<file path="src/rtl/spi_24b_txq_if.sv">
// Purpose : bundles the write-side and spi_24b-side signals of the TX queue.
// Latency : n/a (signal bundle only).
// Backpres: write side sees full/overflow; serialiser side is spi_en/spi_done level handshake.
// Ports   : wr_en, wr_data, full, empty, count, overflow, busy (control side);
//           spi_en, spi_data_out, spi_done (serialiser side); timeout_err (status).
//           master = control logic + serialiser environment, slave = the queue itself.
interface spi_24b_txq_if #(
  parameter int DEPTH = 16
);
  localparam int CW = $clog2(DEPTH) + 1;

  logic          wr_en;
  logic [23:0]   wr_data;
  logic          full;
  logic          empty;
  logic [CW-1:0] count;
  logic          overflow;
  logic          busy;
  logic          spi_en;
  logic [23:0]   spi_data_out;
  logic          spi_done;
  logic          timeout_err;

  modport master (
    output wr_en, wr_data, spi_done,
    input  full, empty, count, overflow, busy, spi_en, spi_data_out, timeout_err
  );

  modport slave (
    input  wr_en, wr_data, spi_done,
    output full, empty, count, overflow, busy, spi_en, spi_data_out, timeout_err
  );
endinterface

</file>
<file path="src/rtl/spi_24b_txq.sv">
// Purpose : 24-bit word queue + sequencer driving the spi_24b serialiser with an idle gap between words.
// Latency : write sampled at edge N -> spi_en=1 after edge N+1 (queue empty, FSM idle).
// Backpres: writes refused while full (sticky overflow); words held until spi_done.
// Ports   : clk, rst (sync, active-high); bus (spi_24b_txq_if.slave) carries the
//           write port, queue status, busy, spi_en/spi_data_out/spi_done and timeout_err.
// Config  : define SPI_TXQ_TIMEOUT_EN to enable the SEND watchdog (TIMEOUT_CYCLES);
//           otherwise timeout_err is tied 0 and SEND waits for spi_done indefinitely.
module spi_24b_txq #(
  parameter int DEPTH          = 16,
  parameter int GAP_CYCLES     = 4,
  parameter int TIMEOUT_CYCLES = 1024
) (
  input  logic          clk,
  input  logic          rst,
  spi_24b_txq_if.slave  bus
);
  localparam int AW = $clog2(DEPTH);
  localparam int CW = AW + 1;
  // Gap counter needs at least one bit even when GAP_CYCLES is 0 or 1.
  localparam int GW = (GAP_CYCLES > 1) ? $clog2(GAP_CYCLES) : 1;

  typedef enum logic [1:0] {IDLE, SEND, GAP} state_t;

  state_t        state;
  logic [23:0]   mem [DEPTH];
  logic [AW:0]   wr_ptr;   // MSB is the wrap bit
  logic [AW:0]   rd_ptr;
  logic [CW-1:0] count_q;
  logic [CW-1:0] count_nxt;
  logic          full_q;
  logic          empty_q;
  logic          overflow_q;
  logic          spi_en_q;
  logic [23:0]   data_q;
  logic [GW-1:0] gap_cnt;
  logic          push;
  logic          pop;
  logic          abort;

  // Refusal uses the registered full flag, so a same-cycle pop never frees a slot early.
  assign push = bus.wr_en && !full_q;
  assign pop  = (state == IDLE) && !empty_q;

  always_comb begin
    count_nxt = count_q;
    case ({push, pop})
      2'b10:   count_nxt = count_q + CW'(1);
      2'b01:   count_nxt = count_q - CW'(1);
      default: count_nxt = count_q;
    endcase
  end

  always_ff @(posedge clk) begin
    if (push) mem[wr_ptr[AW-1:0]] <= bus.wr_data;
  end

`ifdef SPI_TXQ_TIMEOUT_EN
  localparam int TW = $clog2(TIMEOUT_CYCLES + 1);
  logic [TW-1:0] wd_cnt;
  logic          timeout_q;

  // wd_cnt is 0 on the first SEND cycle, so the abort edge is TIMEOUT_CYCLES after spi_en rose.
  assign abort = (state == SEND) && !bus.spi_done && (wd_cnt == TW'(TIMEOUT_CYCLES - 1));

  always_ff @(posedge clk) begin
    if (rst) begin
      wd_cnt    <= '0;
      timeout_q <= 1'b0;
    end else begin
      wd_cnt <= (state == SEND) ? wd_cnt + TW'(1) : '0;
      if (abort) timeout_q <= 1'b1;
    end
  end

  assign bus.timeout_err = timeout_q;
`else
  localparam int unused_timeout_cycles = TIMEOUT_CYCLES;
  assign abort           = 1'b0;
  assign bus.timeout_err = 1'b0;
`endif

  always_ff @(posedge clk) begin
    if (rst) begin
      state      <= IDLE;
      wr_ptr     <= '0;
      rd_ptr     <= '0;
      count_q    <= '0;
      full_q     <= 1'b0;
      empty_q    <= 1'b1;
      overflow_q <= 1'b0;
      spi_en_q   <= 1'b0;
      data_q     <= '0;
      gap_cnt    <= '0;
    end else begin
      if (push) wr_ptr <= wr_ptr + 1'b1;
      if (pop)  rd_ptr <= rd_ptr + 1'b1;
      count_q <= count_nxt;
      full_q  <= (count_nxt == CW'(DEPTH));
      empty_q <= (count_nxt == '0);
      if (bus.wr_en && full_q) overflow_q <= 1'b1;

      case (state)
        IDLE: begin
          if (!empty_q) begin
            data_q   <= mem[rd_ptr[AW-1:0]];
            spi_en_q <= 1'b1;
            state    <= SEND;
          end
        end
        SEND: begin
          // A watchdog abort leaves the same way as a completed word; the word is simply dropped.
          if (bus.spi_done || abort) begin
            spi_en_q <= 1'b0;
            gap_cnt  <= '0;
            state    <= (GAP_CYCLES > 0) ? GAP : IDLE;
          end
        end
        GAP: begin
          if (gap_cnt == GW'(GAP_CYCLES - 1)) state <= IDLE;
          else                                gap_cnt <= gap_cnt + GW'(1);
        end
        default: state <= IDLE;
      endcase
    end
  end

  assign bus.full         = full_q;
  assign bus.empty        = empty_q;
  assign bus.count        = count_q;
  assign bus.overflow     = overflow_q;
  assign bus.spi_en       = spi_en_q;
  assign bus.spi_data_out = data_q;
  assign bus.busy         = (state != IDLE) || !empty_q;
endmodule
</file>
<file path="src/flat_wrapper.sv">
// flat-port wrapper written by rule: the top's interface ports become plain ports
module spi_24b_txq_flat 
#(
  parameter int DEPTH          = 16,
  parameter int GAP_CYCLES     = 4,
  parameter int TIMEOUT_CYCLES = 1024
)
  (clk, rst, bus_wr_en, bus_wr_data, bus_spi_done, bus_full, bus_empty, bus_count, bus_overflow, bus_busy, bus_spi_en, bus_spi_data_out, bus_timeout_err);
  spi_24b_txq_if #(.DEPTH(DEPTH)) bus_i ();
  input  logic clk;
  input  logic rst;
  input wire logic [$bits(bus_i.wr_en)-1:0] bus_wr_en;
  input wire logic [$bits(bus_i.wr_data)-1:0] bus_wr_data;
  input wire logic [$bits(bus_i.spi_done)-1:0] bus_spi_done;
  output wire logic [$bits(bus_i.full)-1:0] bus_full;
  output wire logic [$bits(bus_i.empty)-1:0] bus_empty;
  output wire logic [$bits(bus_i.count)-1:0] bus_count;
  output wire logic [$bits(bus_i.overflow)-1:0] bus_overflow;
  output wire logic [$bits(bus_i.busy)-1:0] bus_busy;
  output wire logic [$bits(bus_i.spi_en)-1:0] bus_spi_en;
  output wire logic [$bits(bus_i.spi_data_out)-1:0] bus_spi_data_out;
  output wire logic [$bits(bus_i.timeout_err)-1:0] bus_timeout_err;
  assign bus_i.wr_en = bus_wr_en;
  assign bus_i.wr_data = bus_wr_data;
  assign bus_i.spi_done = bus_spi_done;
  assign bus_full = bus_i.full;
  assign bus_empty = bus_i.empty;
  assign bus_count = bus_i.count;
  assign bus_overflow = bus_i.overflow;
  assign bus_busy = bus_i.busy;
  assign bus_spi_en = bus_i.spi_en;
  assign bus_spi_data_out = bus_i.spi_data_out;
  assign bus_timeout_err = bus_i.timeout_err;
  spi_24b_txq #(.DEPTH(DEPTH), .GAP_CYCLES(GAP_CYCLES), .TIMEOUT_CYCLES(TIMEOUT_CYCLES)) u_core (.clk(clk), .rst(rst), .bus(bus_i));
endmodule
</file>
<file path="config.mk">
export PLATFORM = sky130hd
export DESIGN_NAME = spi_24b_txq_flat
export DESIGN_NICKNAME = d
export VERILOG_FILES = /design/src/rtl/spi_24b_txq_if.sv /design/src/rtl/spi_24b_txq.sv /design/src/flat_wrapper.sv
export SDC_FILE = /design/constraint.sdc
export NUM_CORES = 1
export LEC_CHECK = 0
export CAP_MARGIN = 20
export CELL_PAD_IN_SITES_DETAIL_PLACEMENT = 2
export CELL_PAD_IN_SITES_GLOBAL_PLACEMENT = 2
export CORE_MARGIN = 3
export CORE_UTILIZATION = 43
export CTS_BUF_LIST = sky130_fd_sc_hd__clkbuf_8 sky130_fd_sc_hd__clkbuf_16
export DETAILED_ROUTE_END_ITERATION = 8
export HOLD_SLACK_MARGIN = 0.08
export MAX_ROUTING_LAYER = met4
export PLACE_DENSITY_LB_ADDON = 0.1
export SETUP_SLACK_MARGIN = 0.5
export SLEW_MARGIN = 20
export SYNTH_ARGS = -nofsm -noshare
export SYNTH_HDL_FRONTEND = slang
export SYNTH_SLANG_ARGS = --single-unit
</file>
<file path="constraint.sdc">
create_clock -name clk -period 3.3 [get_ports clk]
set_input_delay 0.66 -clock clk [delete_from_list [all_inputs] [get_ports clk]]
set_output_delay 0.66 -clock clk [all_outputs]
set_load 0.01 [all_outputs]
</file>
======== After elaboration in Yosys (flattened, before gate mapping) ========
Memory sizes are Yosys's and may differ from the RTL's. A register that Yosys moved wholly into a read port is not among the register bits.
Index checks and enable logic that the tools add are counted.
operators by class
  add/sub/neg operators ................... 5
  equal/unequal tests ..................... 10
  mux-type cells .......................... 13
  bitwise logic cells ..................... 1
  reduce and logical (&&, ||, !) cells .... 15
operators by type and width
  operator               count
  $add A5 B1 Y5 const B  3
  $mux W2                5
  $pmux W5 S2            1
  $reduce_and A3 Y1      3
  $eq A2 B2 Y1 const B   3
  $ne A2 B2 Y1 const B   3
  $pmux W2 S3            1
  $reduce_bool A2 Y1     3
  $eq A5 B5 Y1 const B   1
  $logic_not A5 Y1       1
  $sub A5 B1 Y5 const B  1
  $eq A2 B1 Y1 const B   2
  $mux W1                4
  $pmux W2 S2            1
  $logic_and A1 B1 Y1    3
  $add A2 B1 Y2 const B  1
  $logic_not A1 Y1       2
  $logic_not A2 Y1       1
  $ne A2 B1 Y1 const B   1
  $pmux W1 S2            1
  $reduce_and A2 Y1      1
  $logic_or A1 B1 Y1     1
  $not A1 Y1             1
storage, ports and cells
  flip-flop bits (word level) ............. 23
  RAM bits ................................ 384
  input bits .............................. 28
  output and inout port bits .............. 35
  word-level logic and storage cells ...... 54
  memories ................................ 1
memory list
  memory      words  width  read ports  clocked after memory_dff  write ports  RTL line           RTL
  u_core.mem  16     24     1           1                         1            spi_24b_txq.sv:25  logic [23:0] mem [DEPTH];

======== Logic depth before layout (Yosys ltp) ========
Gate-level depths: netlist of run 1.
  word-level depth ........................ 5
  gate-level depth with buffers ........... 12
  mapped depth without buffers ............ 11

======== Worst setup path after synthesis of run 1 ========
OpenSTA, ideal clock, no wires.
  path type ............................... input -> register
  from .................................... in bus_wr_en
  to ...................................... mem u_core.mem[3][0], enable pin
  setup time .............................. 0.435 ns
  arrival time ............................ 2.738 ns
  required time ........................... 2.865 ns
  slack ................................... 0.127 ns
  cell stages on the path ................. 4
  buffers on the path ..................... 1
  cell sequence ........................... nor2b_1 > buf_2 > nand2_1 > nor3_1
on the way
  word-level cells in the longest chain between the ends .. 3
RTL lines
  what                           RTL line            RTL
  start, declared                flat_wrapper.sv:12  input wire logic [$bits(bus_i.wr_en)-1:0] bus_wr_en;
  $logic_and A1 B1 Y1            spi_24b_txq.sv:41   assign push = bus.wr_en && !full_q;
  $mux W1                        spi_24b_txq.sv:54   if (push) mem[wr_ptr[AW-1:0]] <= bus.wr_data;
  $mux W1 (not written as such)  spi_24b_txq.sv:54
  end, declared                  spi_24b_txq.sv:25
Every way passes these cells.

======== Worst setup path after layout of run 1 ========
  from .................................... in bus_wr_en
  to ...................................... reg u_core.full_q, in the netlist u_core.bus.full
on the way
  word-level cells in the longest chain between the ends .. 4
  elaborated cells between the ends (all ways) .. 5
  those cells by class .................... eq/ne (3); mux (1); reduce/logical (1)
RTL lines
  what                                          RTL line           RTL
  $logic_and A1 B1 Y1 *                         spi_24b_txq.sv:41
  $eq A2 B1 Y1 or $eq A2 B2 Y1 (tied branches)  spi_24b_txq.sv:46  case ({push, pop})
  $pmux W5 S2 *                                 spi_24b_txq.sv:46
  $eq A5 B5 Y1 *                                spi_24b_txq.sv:98  full_q <= (count_nxt == CW'(DEPTH));
  end signal, assigned                          spi_24b_txq.sv:98
  end, declared                                 spi_24b_txq.sv:30  logic full_q;
Mark *: on every way between the ends. The rest lies on a longest branch, timed or not.
A chain may end at the register's enable or synchronous reset.

==> results of run 1 <==
[state kept, by name, indices dropped and copies added, names as in the netlist]
register                 flops
u_core.bus.count             5
u_core.bus.empty             1
u_core.bus.full              1
u_core.bus.overflow          1
u_core.bus.spi_data_out     24
u_core.bus.spi_en            1
u_core.gap_cnt               2
u_core.mem                 384
u_core.rd_ptr                4
u_core.state                 2
u_core.wr_ptr                4
[cell usage in the layout (no fill, tap or decap), drive strengths merged]
master	netlist	layout
diode	0	1
bufinv	0	7
a311o	1	1
mux2i	3	3
clkdlybuf4s50	0	61
xnor2	4	4
clkinvlp	0	1
o22ai	1	1
o21ai	28	28
a21oi	9	9
dfxtp	45	45
a22oi	1	1
xor2	7	7
ha	9	9
clkinv	18	30
buf	20	33
inv	13	26
nand4	2	2
mux4	120	120
nor3	7	7
nand2	36	36
nor2b	4	4
a21o	2	2
o211ai	1	1
nand2b	5	5
and4bb	1	1
a31o	1	1
nor4b	1	1
o21bai	1	1
o32ai	1	1
edfxtp	384	384
a32oi	2	2
clkbuf	22	52
conb	1	1
nor2	33	33
nand3	1	1
[layer usage]
| layer | wire length, µm | part of all wire [%] | GRT usage, % | vias to the layer above |
|---|---|---|---|---|
| li1 | - | - | - | 3378 |
| met1 | 17000 | 42 | 27.6 | 4274 |
| met2 | 21000 | 51 | 35.6 | 223 |
| met3 | 1850 | 4.5 | 3.17 | 71 |
| met4 | 1030 | 2.5 | 6.40 | 0 |
| met5 | 0 | 0 | - | - |
[worst max path at each step]
| stage | from | cells after the start | end |
|---|---|---|---|
| after floorplan | bus_wr_en | 4 | u_core.mem[7][0]$_DFFE_PP_ |
| after global placement | bus_wr_en | 11 | u_core.bus.full$_SDFF_PP0_ |
| after detailed placement | bus_wr_en | 11 | u_core.bus.full$_SDFF_PP0_ |
| after CTS | u_core.state[1]$_SDFFE_PP0P_ | 9 | u_core.bus.full$_SDFF_PP0_ |
| after global routing | bus_wr_en | 12 | u_core.bus.full$_SDFF_PP0_ |
| final | bus_wr_en | 11 | u_core.bus.full$_SDFF_PP0_ |
[power by group through the flow]
stage / clock (mW) / sequential (mW) / combinational (mW)
3_5_place_dp: 0 / 6.62 / 2.99
6_report: 5.33 / 6.50 / 2.97
3_3_place_gp: 0 / 6.58 / 2.85
5_1_grt: 5.69 / 6.55 / 3.22
2_1_floorplan: 0 / 6.48 / 2.01
4_1_cts: 5.47 / 6.51 / 3.00
[critical path: cells and delay by family]
family,cells,cell delay (ns)
adders and majority gates,1,0.35
xor gates and xnor gates,1,0.24
and+or+nand+nor,3,0.59
buffers and inverters,3,0.69
AOI/OAI and AO/OA,3,0.51
[cell type report]
cell class              count  share of cell area [%]
diodes                      1                  0.0128
clock buffers              52                    6.35
clock inverters            33                    1.67
inverters                  31                   0.594
multi-input cells         282                    18.9
flip-flops and latches    429                    63.5
well taps                 504                    3.22
repair buffers             94                    5.78
[stage by stage]
step | hold slack, ns | utilization [%]
after floorplan | 0.458 | -
after global placement | 0.433 | 48.5
after detailed placement | 0.444 | 48.5
after CTS | 0.452 | 52.7
after global routing | 0.462 | 52.8
final | 0.450 | 52.8
[cells by family after synthesis]
logic type / after synthesis / synth area share [%]
AOI/OAI and AO/OA: 48 / 1.72
xor gates and xnor gates: 11 / 0.588
adders and majority gates: 9 / 0.687
buffers and inverters: 73 / 2.03
DFF: 429 / 75.8
muxes: 123 / 16.7
other: 1 / 0.0229
and+or+nand+nor: 90 / 2.46
==> metrics.cfg, run 1 <==
[status]
status=completed

[global_route]
grt_use_total_pct=21.4
grt_overflow=0
grt_pass1_vias=8979
grt_pass1_wl_mm=61.5
grt_antenna_before_repair=1
grt_max_degree=57

[synth]
synth_nets=821
synth_cells=784
synth_seq_cells=429
yosysTopAreaCellShare_pct=70.3
yosysWarnings=0
synth_edf_count=384
synth-main-ff-cell=edfxtp_1
syn_area_um2=16400
yosys-top-cells-area=edfxtp_1 70%, mux4_2 16%, dfxtp_1 5.5%
yosysUniqueCellTypes=39
synth_commonest_cells=384 x edfxtp_1, 120 x mux4_2, 45 x dfxtp_1
synth_top_cell_by_area=edfxtp_1
async_flop_share_pct=0
synth.most_common_cell=edfxtp_1
ys_seq_area_share_pct=75.8
avgSynthCellArea_um2=20.9

[power_and_ir_drop]
p_comb_share_pct=20.1
p_seq_share_pct=43.9
power_density_nw_per_um2=755
pwr-share-clk_pct=36.0
switching_share_pct=25.4
intPower_mw=11.0
power_mw=14.8
leakagePower_nw=6.18
p_sw_mw=3.76
ir_worst_vdd_mv=0.498

[floorplanning]
die_x_um=201
start_util_pct=44.1
dieArea_um2=40500
rows=70
core-area_um2=37100
io-pin-count=63
die_y_um=201

[critical_path]
end_kind=register
reg2reg_slack_ns=0.87
cp_data_arrival_time_ns=3.04
start_kind=input port
critPathMaxStageDelay_ns=0.48
path_class=input port to register
crit_path_cell_trace=clkdlybuf4s50_1, nor2b_1, inv_1, nand2_2, inv_1, ha_1, a21o_1, a21oi_1, o211ai_1, xor2_1, and4bb_1
timing.rr.start=u_core.rd_ptr[0]$_SDFFE_PP0P_
cp.required_ns=3.76
crit_fanout=5
slowest_stage=clkdlybuf4s50_1
cpMostUsedCell=inv_1
r2r_end=u_core.bus.spi_data_out[16]$_SDFFE_PP0P_
r2r_cells=5

[clocking]
cts_root_buf=clkbuf_16
cts_tree=done
clockBufferDepth=3
cts.sinks=429
cts_buffers=46
clock_latency_ns=0.57
clk_pin_slew_ns=0.06
post_cts_buffers=0
ctsHoldBuffers=0
htreeDepth=2
cts_resized=0

[sta]
drv_slew=0
tightest_slew_ns=0.754
fmax_ghz=0.387
grt_setup_unrepaired=false
finalSetupViolations=0
fin_crit_sh_pct=78.2
setup_slack_ns=0.718
hold_viol_final=0
max-slew-margin-rel_pct=49.7
finClkSkew_ns=0.0190
finalSetupTns_ns=0
min_period_ns=2.58

[routing]
num_vias=7946
detail_route.first_pass.iterations=5
drtIter0Drc=615
antenna_left=0
post_drt_wl_per_cell_um=28.6
routed_wirelength_mm=40.9
drcViolationCount=0
viasPerCell=5.57

[layout]
fin_area_um2=19600
seq_area_um2=12400
areaGrowthSynthToFinish_pct=19.6
multiInputGateArea_um2=3710
drive_gt1_share_pct=26.5
final_cells=1426
fin_nets=921
num-fill-cells=3148

[placement]
post_dp_cell_area_um2=18000
placed_cells=1337
place.gp.congestion=0.741
dp_slack_ns=0.160
io_buffers=61
dp_hpwl_mm=22.5

[min_path]
hold_depth=2
hold_class=register to register
min_from=u_core.bus.spi_data_out[6]$_SDFFE_PP0P_
hold-path-endpoint=u_core.bus.spi_data_out[6]$_SDFFE_PP0P_

[flow_run]
max_cap_violations=0

Note: power is estimated with default switching activity, not from simulation.
==> inputs of run 2 (changes only) <==
--- a/config.mk
+++ b/config.mk
@@ -9,7 +9,7 @@
 export CELL_PAD_IN_SITES_DETAIL_PLACEMENT = 2
 export CELL_PAD_IN_SITES_GLOBAL_PLACEMENT = 2
 export CORE_MARGIN = 3
-export CORE_UTILIZATION = 43
+export CORE_UTILIZATION = 48
 export CTS_BUF_LIST = sky130_fd_sc_hd__clkbuf_8 sky130_fd_sc_hd__clkbuf_16
 export DETAILED_ROUTE_END_ITERATION = 8
 export HOLD_SLACK_MARGIN = 0.08
==> constraint.sdc (replaced) <==
create_clock -name clk -period 2.7 [get_ports clk]
set_input_delay 0.54 -clock clk [delete_from_list [all_inputs] [get_ports clk]]
set_output_delay 0.54 -clock clk [all_outputs]
set_load 0.01 [all_outputs]
==> run 2 against run 1 <==
Via count is 5.4% higher. Register-to-register slack worse by 0.51 ns. Clock skew is 0.0065 ns higher. Die area is 10% lower. Clock power is 12% higher. Critical endpoint unchanged. Highest routed layer unchanged. Hold slack better by 0.0015 ns. Final cell count is 1.2% lower. Cell area is 1.3% higher. Sequential share of layout area is 0.76 points lower.
==> metrics.cfg, run 2 (same netlist as run 1, synthesis figures left out) <==
[layout]
seq_area_um2=12500
largest_reg_flops=384
multiInputGateArea_um2=3790
drive_gt1_share_pct=31.3
areaGrowthSynthToFinish_pct=21.1
final_cell_mix=384 x edfxtp_1, 120 x mux4_2, 60 x clkdlybuf4s50_1
fin_area_um2=19900
fin_nets=960
layout_commonest_cell=edfxtp_1
num-fill-cells=2670

[sta]
drv_slew=0
finalSetupViolations=0
fin_crit_sh_pct=87.2
tightest_slew_ns=0.710
finalSetupTns_ns=0
setup_slack_ns=0.346
hold_viol_final=0
min_period_ns=2.35
max-slew-margin-rel_pct=52.5
fmax_ghz=0.425
finClkSkew_ns=0.0256
grt_setup_unrepaired=true

[clocking]
cts_buffers=46
htreeDepth=2
clock_latency_ns=0.56
clockBufferDepth=3
clk_pin_slew_ns=0.06
cts_tree=done
cts.sinks=429
cts_root_buf=clkbuf_16

[global_route]
grt_antenna_before_repair=1
grt_pass1_wl_mm=66.5
use_met3_pct=4.03
grt.busiest_layer=met2
grt_use_total_pct=26.3
met1_usage_pct=33.1
use_met2_pct=45.0
grt_overflow=0
grt_max_degree=38
grt_pass1_vias=9432

[power_and_ir_drop]
power_density_nw_per_um2=911
ir_worst_vdd_mv=0.648
leakagePower_nw=6.35
power_mw=18.1

[critical_path]
end_kind=register
cp.required_ns=3.14
path_class=input port to register
timing.rr.start=u_core.bus.empty$_SDFF_PP1_
slowest_stage=clkdlybuf4s50_1
reg2reg_slack_ns=0.36
critPathMaxStageDelay_ns=0.49
cp_data_arrival_time_ns=2.79
crit_path_cell_trace=clkdlybuf4s50_1, nor2b_4, inv_4, nand2_4, xnor2_2, ha_2, a21o_1, nand2_1, o21ai_2, o211ai_1, xor2_1, and4bb_1
crit_fanout=4
start_kind=input port
crit_path_start=bus_wr_en

[routing]
antenna_left=0
num_vias=8375
drcViolationCount=0
routed_wirelength_mm=44.8
viasPerCell=5.94
post_drt_wl_per_cell_um=31.8
detail_route.first_pass.iterations=5
drtIter0Drc=788

[placement]
io_buffers=61
dp_slack_ns=-0.411
post_dp_cell_area_um2=18200
dp_hpwl_mm=26.9
place.gp.congestion=0.823

[min_path]
min_from=u_core.bus.spi_data_out[11]$_SDFFE_PP0P_
hold_class=register to register

[floorplanning]
rows=67
die_x_um=191
start_util_pct=48.8
die_y_um=191
dieArea_um2=36400
io-pin-count=63
core-area_um2=33600

[status]
status=completed

[flow_run]
max_cap_violations=0

run 2: cell count changes in the layout (fill, tap and decap cells not counted), moves of 3 or more:
| cell | previous run | this run |
|---|---|---|
| dfxtp_1 | 42 | 36 |
| buf_4 | 11 | 42 |
| bufinv_16 | 7 | 3 |
| ha_1 | 9 | 6 |
| dfxtp_2 | 1 | 6 |
| clkinv_2 | 5 | 11 |
| clkbuf_8 | 5 | 0 |
| inv_1 | 25 | 21 |
| clkinv_1 | 24 | 29 |
| buf_12 | 22 | 29 |
run 2: path summary, 6_finish.rpt:
check | to | depth (start not counted)
worst max register to register | u_core.bus.full$_SDFF_PP0_ | 10
worst min-delay path | u_core.bus.spi_data_out[11]$_SDFFE_PP0P_ | 2
worst min register to register | u_core.bus.spi_data_out[11]$_SDFFE_PP0P_ | 2
worst max-delay path | u_core.bus.full$_SDFF_PP0_ | 12
run 2: power breakdown:
part           total (mW)  internal [mW]  switching, mW  leakage, nW
Sequential           7.90           7.58          0.319         3.84
Combinational        4.22           2.26           1.96         1.77
Clock                5.98           3.39           2.59        0.739
Total                18.1           13.2           4.87         6.35
run 2: cell type report:
class | instances | share of cell area (%)
diodes | 1 | 0.0126
clock buffers | 46 | 5.80
clock inverters | 39 | 1.34
inverters | 31 | 0.599
multi-input cells | 282 | 19.1
flip-flops and latches | 429 | 62.7
well taps | 448 | 2.82
repair buffers | 133 | 7.64
run 2: worst max-delay path, delay by kind of cell:
family                   cells  cell delay [ns]
adder cells (fa/ha/maj)      1             0.20
XOR/XNOR                     2             0.39
buffers and inverters        2             0.56
AND/OR/NAND/NOR              4             0.62
AO/OA/AOI/OAI                3             0.47
run 2: routing by layer:
metal / wire [µm] / part of all wire, %
met4: 1230 / 2.7
met3: 2230 / 5.0
met1: 17400 / 39
met5: 0 / 0
met2: 24000 / 53
run 2: what timing repair did:
action / 4_1_cts / 5_1_grt
hold buffers: 0 / 0
endpoints found under the setup margin: 21 / 6
setup buffers: 8 / 4
hold endpoints to repair: 0 / 0
resized for setup: 22 / 5
pin swaps: 9 / 5
run 2: metrics by stage:
step	hold slack (ns)	util [%]	cells
after floorplan	0.458	-	784
after global placement	0.437	54.2	1311
final	0.452	59.1	1409
after detailed placement	0.445	54.2	1311
after CTS	0.455	58.9	1404
after global routing	0.472	59.1	1409
==> inputs of run 3 (changes only) <==
--- a/config.mk
+++ b/config.mk
@@ -11,6 +11,7 @@
 export CORE_MARGIN = 3
 export CORE_UTILIZATION = 48
 export CTS_BUF_LIST = sky130_fd_sc_hd__clkbuf_8 sky130_fd_sc_hd__clkbuf_16
+export CTS_CLUSTER_SIZE = 20
 export DETAILED_ROUTE_END_ITERATION = 8
 export HOLD_SLACK_MARGIN = 0.08
 export MAX_ROUTING_LAYER = met4
==> results of run 3 <==
Final layout, timing and power as in run 2 (identical DEF).
